[src/rtl/uart_pkg.sv]
// Shared definitions for the two-byte PC response transmitter.
package uart_pkg;

  typedef enum logic [1:0] {
    OCIOSO = 2'd0,
    START  = 2'd1,
    DADOS  = 2'd2,
    STOP   = 2'd3
  } estadoT;

  localparam int BITS_POR_BYTE       = 8;
  localparam int BYTES_POR_QUADRO    = 2;
  localparam int CLKS_PER_BIT_PADRAO = 5208;

  // Frame image as loaded into the shift register: code byte leaves first.
  function automatic logic [15:0] montaQuadro(input logic [7:0] codigo,
                                              input logic [7:0] dado);
    return {dado, codigo};
  endfunction

endpackage

[src/rtl/gerador_baud.sv]
// Bit-period timer: free-running modulo-CLKS_PER_BIT counter that can be
// restarted so that a new frame's first bit gets a full period.
module gerador_baud
  import uart_pkg::*;
#(
  parameter int CLKS_PER_BIT = CLKS_PER_BIT_PADRAO
) (
  input  logic clock,
  input  logic reset,
  input  logic limpa,
  output logic tick
);

  localparam int LARGURA = $clog2(CLKS_PER_BIT);
  localparam logic [LARGURA-1:0] ULTIMO = LARGURA'(CLKS_PER_BIT - 1);

  logic [LARGURA-1:0] contagem;

  // Count 0..CLKS_PER_BIT-1, wrapping; a clear forces the count back to 0.
  always_ff @(posedge clock or negedge reset) begin
    if (!reset) begin
      contagem <= '0;
    end else if (limpa || contagem == ULTIMO) begin
      contagem <= '0;
    end else begin
      contagem <= contagem + LARGURA'(1);
    end
  end

  assign tick = (contagem == ULTIMO);

endmodule

[src/rtl/uart_tx_quadro.sv]
// Two-byte 8N1 response transmitter: code byte then data byte, back to back.
//
// Handshake: iniciar is a request qualified only by the FSM being idle
// (ocupado low). A request seen at a rising edge while idle is accepted on
// that edge and both bytes are captured; requests while busy are dropped,
// never queued. concluido pulses for one cycle as the line returns to idle,
// and a request held through that cycle starts the next frame immediately.
module uart_tx_quadro
  import uart_pkg::*;
#(
  parameter int CLKS_PER_BIT = CLKS_PER_BIT_PADRAO
) (
  input  logic       clock,
  input  logic       reset,
  input  logic       iniciar,
  input  logic [7:0] byteCodigo,
  input  logic [7:0] byteDado,
  output logic       ocupado,
  output logic       bitSerialTX,
  output logic       concluido,
  output logic [1:0] estadoDbg
);

  localparam logic [2:0] ULTIMO_BIT  = 3'(BITS_POR_BYTE - 1);
  localparam logic       ULTIMO_BYTE = 1'(BYTES_POR_QUADRO - 1);

  estadoT      estado, estadoProx;
  logic [15:0] desloc, deslocProx;
  logic [2:0]  contBits, contBitsProx;
  logic        indiceByte, indiceByteProx;
  logic        txReg, txProx;
  logic        ocupadoReg, ocupadoProx;
  logic        concluidoReg, concluidoProx;
  logic        aceita;
  logic        tick;

  assign aceita = (estado == OCIOSO) && iniciar;

  gerador_baud #(
    .CLKS_PER_BIT(CLKS_PER_BIT)
  ) uBaud (
    .clock(clock),
    .reset(reset),
    .limpa(aceita),
    .tick (tick)
  );

  // State and output registers; the line is high straight out of reset.
  always_ff @(posedge clock or negedge reset) begin
    if (!reset) begin
      estado       <= OCIOSO;
      desloc       <= '0;
      contBits     <= '0;
      indiceByte   <= 1'b0;
      txReg        <= 1'b1;
      ocupadoReg   <= 1'b0;
      concluidoReg <= 1'b0;
    end else begin
      estado       <= estadoProx;
      desloc       <= deslocProx;
      contBits     <= contBitsProx;
      indiceByte   <= indiceByteProx;
      txReg        <= txProx;
      ocupadoReg   <= ocupadoProx;
      concluidoReg <= concluidoProx;
    end
  end

  // Next state and next line value; all bit boundaries land on baud ticks.
  always_comb begin
    estadoProx     = estado;
    deslocProx     = desloc;
    contBitsProx   = contBits;
    indiceByteProx = indiceByte;
    txProx         = txReg;
    ocupadoProx    = ocupadoReg;
    concluidoProx  = 1'b0;
    case (estado)
      OCIOSO: begin
        if (iniciar) begin
          estadoProx     = START;
          deslocProx     = montaQuadro(byteCodigo, byteDado);
          contBitsProx   = '0;
          indiceByteProx = 1'b0;
          txProx         = 1'b0;
          ocupadoProx    = 1'b1;
        end
      end
      START: begin
        if (tick) begin
          estadoProx = DADOS;
          txProx     = desloc[0];
        end
      end
      DADOS: begin
        if (tick) begin
          // Each tick retires the bit on the line; after eight the next
          // byte already sits in the low end of the register.
          deslocProx = {1'b0, desloc[15:1]};
          if (contBits == ULTIMO_BIT) begin
            estadoProx   = STOP;
            contBitsProx = '0;
            txProx       = 1'b1;
          end else begin
            contBitsProx = contBits + 3'd1;
            txProx       = desloc[1];
          end
        end
      end
      STOP: begin
        if (tick) begin
          if (indiceByte != ULTIMO_BYTE) begin
            estadoProx     = START;
            indiceByteProx = 1'b1;
            txProx         = 1'b0;
          end else begin
            estadoProx    = OCIOSO;
            ocupadoProx   = 1'b0;
            concluidoProx = 1'b1;
            txProx        = 1'b1;
          end
        end
      end
      default: begin
        estadoProx = OCIOSO;
      end
    endcase
  end

  assign bitSerialTX = txReg;
  assign ocupado     = ocupadoReg;
  assign concluido   = concluidoReg;
  assign estadoDbg   = estado;

endmodule

[config.mk]
export PLATFORM = sky130hd
export DESIGN_NAME = uart_tx_quadro
export DESIGN_NICKNAME = d
export VERILOG_FILES = /design/src/rtl/uart_pkg.sv /design/src/rtl/gerador_baud.sv /design/src/rtl/uart_tx_quadro.sv
export SDC_FILE = /design/constraint.sdc
export NUM_CORES = 1
export LEC_CHECK = 0
export CAP_MARGIN = 10
export CORE_MARGIN = 4
export CORE_UTILIZATION = 50
export DETAILED_ROUTE_END_ITERATION = 7
export DONT_BUFFER_PORTS = 1
export REMOVE_ABC_BUFFERS = 1
export SYNTH_ARGS = -nofsm -noshare
export SYNTH_HDL_FRONTEND = slang
export SYNTH_SLANG_ARGS = --single-unit
[constraint.sdc]
create_clock -name clock -period 5.29 [get_ports clock]
set_clock_uncertainty 0.15 [all_clocks]
set_input_delay 0.529 -clock clock [delete_from_list [all_inputs] [get_ports clock]]
set_output_delay 0.529 -clock clock [all_outputs]
set_load 0.02 [all_outputs]
==> flow_summary.yaml, run 1 <==
synth:
  async_flop_share_pct: 100
  syn-mean-instance-area_sq_um: 11.3
  synth-compound-area-share_pct: 8.39
  synthCells: 183
  netlist_area_sq_um: 2070
  ys.flop_type: "dfrtp_1"
  synth_seq_cells: 38
  yosysWarnings: 0
  synth-simple-area-share_pct: 14.0
  yosys.area_share.adder_pct: 4.83
  synth_edf_count: 0
  synthMuxAreaShare_pct: 20.2
  yosysSeqAreaShare_pct: 45.9
  synth_top_family_by_area: "multiplexers"
  synth_cell_types: 39
  synth_xor_area_share_pct: 3.80
clock_network:
  post_cts_buffers: 0
  cts_resized: 0
  clkTransAtPathRegs_ns: 0.07
  cts_sinks: 38
  insertion_delay_ns: 0.28
  ctsLongestPathBuffers: 2
  cts_root_buf: "clkbuf_8"
  cts_hold_buf: 2
  cts_tree: "built"
  cts_buffers: 5
  h-tree-depth: 2
sta:
  worstMarginPinSlew_ns: 0.855
  fmax_mhz: 335
  final-setup-viol-count: 0
  tns_ns: 0
  min_period_over_period_pct: 56.4
  hold_ws_ns: 0.321
  max_slew_margin_pct: 43.0
  rsz0062_at_grt: "false"
  hold_viol: 0
  slew_violations: 0
  fin_crit_ns: 2.98
power:
  pwr-share-clk_pct: 37.5
  p_sw_w: 0.000100
  power_frac_comb_pct: 3.0
  p_int_w: 0.000388
  powerDensity_nw_per_um2: 221
  max-vdd-ir-drop_v: 0.000113
  swShare_pct: 20.5
  leakagePower_nw: 1.01
  power.share.sequential_pct: 59.5
global_routing:
  grt_pass1_wl_mm: 6.49
  grt_usage_pct: 15.8
  grt_max_degree: 39
  antenna_found_initial: 0
  grt_pass1_vias: 1403
  overflow: 0
cells_and_area:
  layout_common_cells: "37 x dfrtp_1, 19 x mux2_2, 15 x nor2_1"
  drive_above_1_share_pct: 21.4
  num_antenna_cells: 0
  fin_util_pct: 55.3
  design_area_sq_um: 2210
  area_growth_pct: 6.76
  nets: 214
  mostFrequentLayoutCell: "dfrtp_1"
floorplan:
  fp.dieH_um: 72.4
  initial_core_util_pct: 51.8
  core_sq_um: 4000
  row_count: 23
  die_x_um: 72.4
  pin_count: 24
  dieArea_sq_um: 5240
route:
  avgRoutedWirePerCell_um: 15.6
  met1_length_mm: 1.75
  drt_iter0_drc: 86
  top_layer: "met4"
  dr_wl_met3_um: 123
  wirelength_mm: 3.69
  drtPass1Iterations: 4
  ant_nets: 0
  wl_met2_mm: 1.80
  drc: 0
  via_per_inst: 5.65
  vias: 1340
hold_path:
  hold_path_depth: 3
  worstHoldEndpoint: "indiceByte"
  hold_start: "iniciar"
  hold_path_class: "primary input to register"
worst_setup_path:
  path_max_fanout: 21
  r2r_start: "estadoDbg[0]"
  critPathKind: "register to register"
  start_kind: "register"
  crit_arrival_ns: 3.00
  crit_path_end_kind: "register"
  ff2ff_setup_slack_ns: 2.31
  reg2reg_to: "desloc[1]"
  required_ns: 5.31
  ff2ff_path_depth: 5
placement:
  hpwl_mm: 2.64
  gp_congestion: 0.947
  dpl_cell_area_sq_um: 2110
  numPortBuffers: 0
run:
  maxCapViolCount: 0
status:
  status: "finished, final reports clean"
-- worst max-delay path, stage by stage (launching register included) --
cell	delay (ns)
dfrtp_1	0.49
inv_1	0.19
ha_1	0.74
inv_1	0.27
o21ai_4	0.63
mux2_2	0.40
-- per-layer routing --
metal,track usage [%],vias up
li1,-,658
met1,20.3,658
met2,25.4,20
met3,5.68,4
met4,4.10,0
met5,0,-
-- power by group through the flow --
stage	registers, W	clock network (W)	logic, W
5_1_grt	0.000290	0.000206	0.0000168
2_1_floorplan	0.000296	0	0.00000612
4_1_cts	0.000290	0.000191	0.0000154
6_report	0.000290	0.000183	0.0000145
3_5_place_dp	0.000296	0	0.00000677
3_3_place_gp	0.000296	0	0.00000643
-- sequential cells by signal, summed over array words and instances (netlist names) --
register	flops
bitSerialTX	1
concluido	1
contBits	3
desloc	16
estadoDbg	2
indiceByte	1
ocupado	1
uBaud.contagem	13
-- kinds of logic after synthesis --
family,Yosys count
compound gates,28
flops,38
xor+xnor,9
fa+ha+maj,8
buf+inv,13
mux,34
simple gates,53
-- how the worst max path moves through the flow --
stage	start	end	slack (ns)	cells after the start
6_report	estadoDbg[0]	desloc[1]	2.31	5
2_1_floorplan	estadoDbg[0]	desloc[1]	2.73	5
3_5_place_dp	estadoDbg[0]	desloc[2]	2.27	5
5_1_grt	estadoDbg[0]	desloc[2]	2.09	5
4_1_cts	estadoDbg[0]	desloc[1]	2.28	5
3_3_place_gp	estadoDbg[0]	desloc[1]	2.42	5
-- through the flow --
stage	total power (W)	instances	setup WS [ns]
after floorplan	0.000302	178	2.73
after global placement	0.000302	228	2.42
after detailed placement	0.000303	228	2.27
after CTS	0.000497	237	2.28
after global routing	0.000513	237	2.09
final	0.000488	237	2.31
-- cell usage after synthesis (3+ instances only) --
cell type,count,area share [%]
a21oi_1,7,1.7
a31oi_1,3,0.91
dfrtp_1,37,45
ha_1,8,4.8
inv_1,8,1.4
mux2_1,4,2.2
mux2_2,19,10
mux2_4,10,7.2
nand2_1,10,1.8
nand3_1,3,0.72
nand4_1,4,1.2
nor2_1,15,2.7
nor4_1,4,1.2
o21ai_0,10,2.4
or3_1,4,1.2
xnor2_1,6,2.5
xor2_1,3,1.3
-- area by class of cell --
type / count / area (sq um)
sequential: 38 / 952
timing repair buffer: 2 / 30.0
tap: 50 / 62.6
inverter: 8 / 30.0
multi-input combinational: 132 / 1060
fill: 336 / 1790
clock buffer: 7 / 76.3
Power figures use the tool's default switching activity.
==> inputs of run 2 (changes only) <==
Clock period 5.29 ns to 3.1 ns, I/O delays scaled along.
==> run 2 against run 1 <==
Net effect:
- routed wire length increased by 5.7%
- die area unchanged
- register-to-register slack got worse by 1.7 ns
- global-route usage increased by 0.97 points
- worst hold slack got worse by 0.22 ns
- sequential power increased by 71%
- combinational power increased by 71%
- largest cell class unchanged
- count of clock-buffer cells in the layout decreased by 1
- critical path depth increased by 1
- fmax increased by 18%
==> flow_summary.yaml, run 2 (synthesis gave the netlist of run 1 again) <==
worst_setup_path:
  required_ns: 3.13
  reg2reg_to: "desloc[1]"
  r2r_start: "estadoDbg[0]"
  critPathKind: "register to register"
  worstPathCellList: "inv_1 -> ha_1 -> nor2b_1 -> nor2_1 -> o21ai_4 -> mux2_2"
  crit_arrival_ns: 2.55
  cp_num_buf_inv: 1
  ff2ff_setup_slack_ns: 0.58
  crit_path_end_kind: "register"
  max_stage_delay_ns: 0.49
  path_max_fanout: 16
  setup.worst_path.end: "desloc[1]"
  crit_family: "simple AND/OR/NAND/NOR gates"
  ff2ff_path_depth: 6
  start_kind: "register"
  crit_cells: 6
  cp-startpoint: "estadoDbg[0]"
  critPathSlowestCell: "dfrtp_1"
route:
  drtPass1Iterations: 4
  avgRoutedWirePerCell_um: 16.4
  ant_nets: 0
  vias: 1383
  drc: 0
  wirelength_mm: 3.90
  via_per_inst: 5.81
  drt_iter0_drc: 106
power:
  power_frac_comb_pct: 2.6
  p_int_w: 0.000765
  max-vdd-ir-drop_v: 0.000247
  powerDensity_nw_per_um2: 421
  p_sw_w: 0.000186
  pwr-share-clk_pct: 45.3
  leakagePower_nw: 1.03
  power.share.sequential_pct: 52.1
  swShare_pct: 19.6
cells_and_area:
  area_growth_pct: 8.87
  regMostFlops: "desloc"
  mostFrequentLayoutCell: "dfrtp_1"
  largest_register_ff_count: 16
  nets: 215
  layout_common_cells: "37 x dfrtp_1, 19 x mux2_2, 15 x nor2_1"
  design_area_sq_um: 2260
  final_cells: 238
  drive_above_1_share_pct: 22.9
  num_antenna_cells: 0
  top_regs: "desloc x16, uBaud.contagem x13, contBits x3"
floorplan:
  dieArea_sq_um: 5240
  core_sq_um: 4000
  die_x_um: 72.4
  pin_count: 24
  initial_core_util_pct: 51.8
  row_count: 23
  fp.dieH_um: 72.4
sta:
  min_period_over_period_pct: 81.3
  slew_violations: 0
  final-setup-viol-count: 0
  rsz0062_at_grt: "false"
  fin_crit_ns: 2.52
  fmax_mhz: 397
  worstMarginPinSlew_ns: 0.632
  max_slew_margin_pct: 57.7
  worst_slack_ns: 0.578
  hold_viol: 0
  hold_ws_ns: 0.102
  tns_ns: 0
global_routing:
  antenna_found_initial: 0
  overflow: 0
  grt_pass1_vias: 1519
  grt_usage_pct: 16.8
  grt_pass1_wl_mm: 6.84
  grt_max_degree: 39
clock_network:
  insertion_delay_ns: 0.29
  cts_root_buf: "clkbuf_8"
  cts_tree: "built"
  clkTransAtPathRegs_ns: 0.07
  cts_resized: 0
  h-tree-depth: 2
  cts_buffers: 5
  cts_sinks: 38
  ctsLongestPathBuffers: 2
placement:
  place_ws_ns: 0.603
  dpl_cell_area_sq_um: 2110
  numPortBuffers: 0
  placed_cells: 229
  hpwl_mm: 2.78
  gp_congestion: 0.881
run:
  maxCapViolCount: 0
hold_path:
  hold_path_class: "primary input to register"
status:
  status: "finished, final reports clean"
## run 2: cell count changes in the layout (fill, tap and decap cells not counted)
cell,before,now
buf_4,0,1
clkbuf_8,5,6
clkbuf_1,2,0
bufinv_16,0,1
## run 2: timing repair
action,in CTS,in global routing
hold endpoints to repair,38,0
endpoints found under the setup margin,0,0
buffers inserted,0,0
hold buffers,2,0
## run 2: area by class of cell
class,instances,area (sq um)
Tap cell,50,62.6
Inverter,8,30.0
Clock inverter,1,30.0
Clock buffer,6,82.6
Fill cell,336,1740
Multi-Input combinational cell,132,1060
Sequential cell,38,952
Timing Repair Buffer,3,37.5
## run 2: metrics by stage
| stage | power [W] | utilization (%) |
|---|---|---|
| CTS | 0.000970 | 56.4 |
| detailed placement | 0.000517 | 52.9 |
| global placement | 0.000516 | 52.9 |
| finish | 0.000951 | 56.4 |
| floorplan | 0.000516 | - |
| global route | 0.000995 | 56.4 |
## run 2: power by group through the flow
stage,Sequential (W),Combinational (W),Clock (W)
after global routing,0.000495,0.0000287,0.000471
after global placement,0.000505,0.0000112,0
after floorplan,0.000505,0.0000104,0
after detailed placement,0.000505,0.0000117,0
final,0.000495,0.0000248,0.000431
after CTS,0.000495,0.0000263,0.000448
## run 2: worst min-delay path by stage
| stage | from | to | slack [ns] | cells after the start |
|---|---|---|---|---|
| after global placement | reset | uBaud.contagem[3] | -0.13 | 0 |
| after floorplan | reset | concluido | -0.14 | 0 |
| final | iniciar | ocupado | 0.10 | 3 |
| after CTS | iniciar | uBaud.contagem[1] | 0.09 | 2 |
| after detailed placement | reset | uBaud.contagem[3] | -0.13 | 0 |
| after global routing | iniciar | ocupado | 0.11 | 3 |
## run 2: tightest hold or removal path: cells and delay by family
family	cells	cell delay, ns
AOI/OAI and AO/OA	2	0.13
and+or+nand+nor	1	0.06
## run 2: metal layers
layer | wire length [um] | GRT usage (%)
met3 | 134 | 3.88
met1 | 1700 | 19.3
met5 | 0 | 0
met2 | 1980 | 29.0
met4 | 93 | 8.40
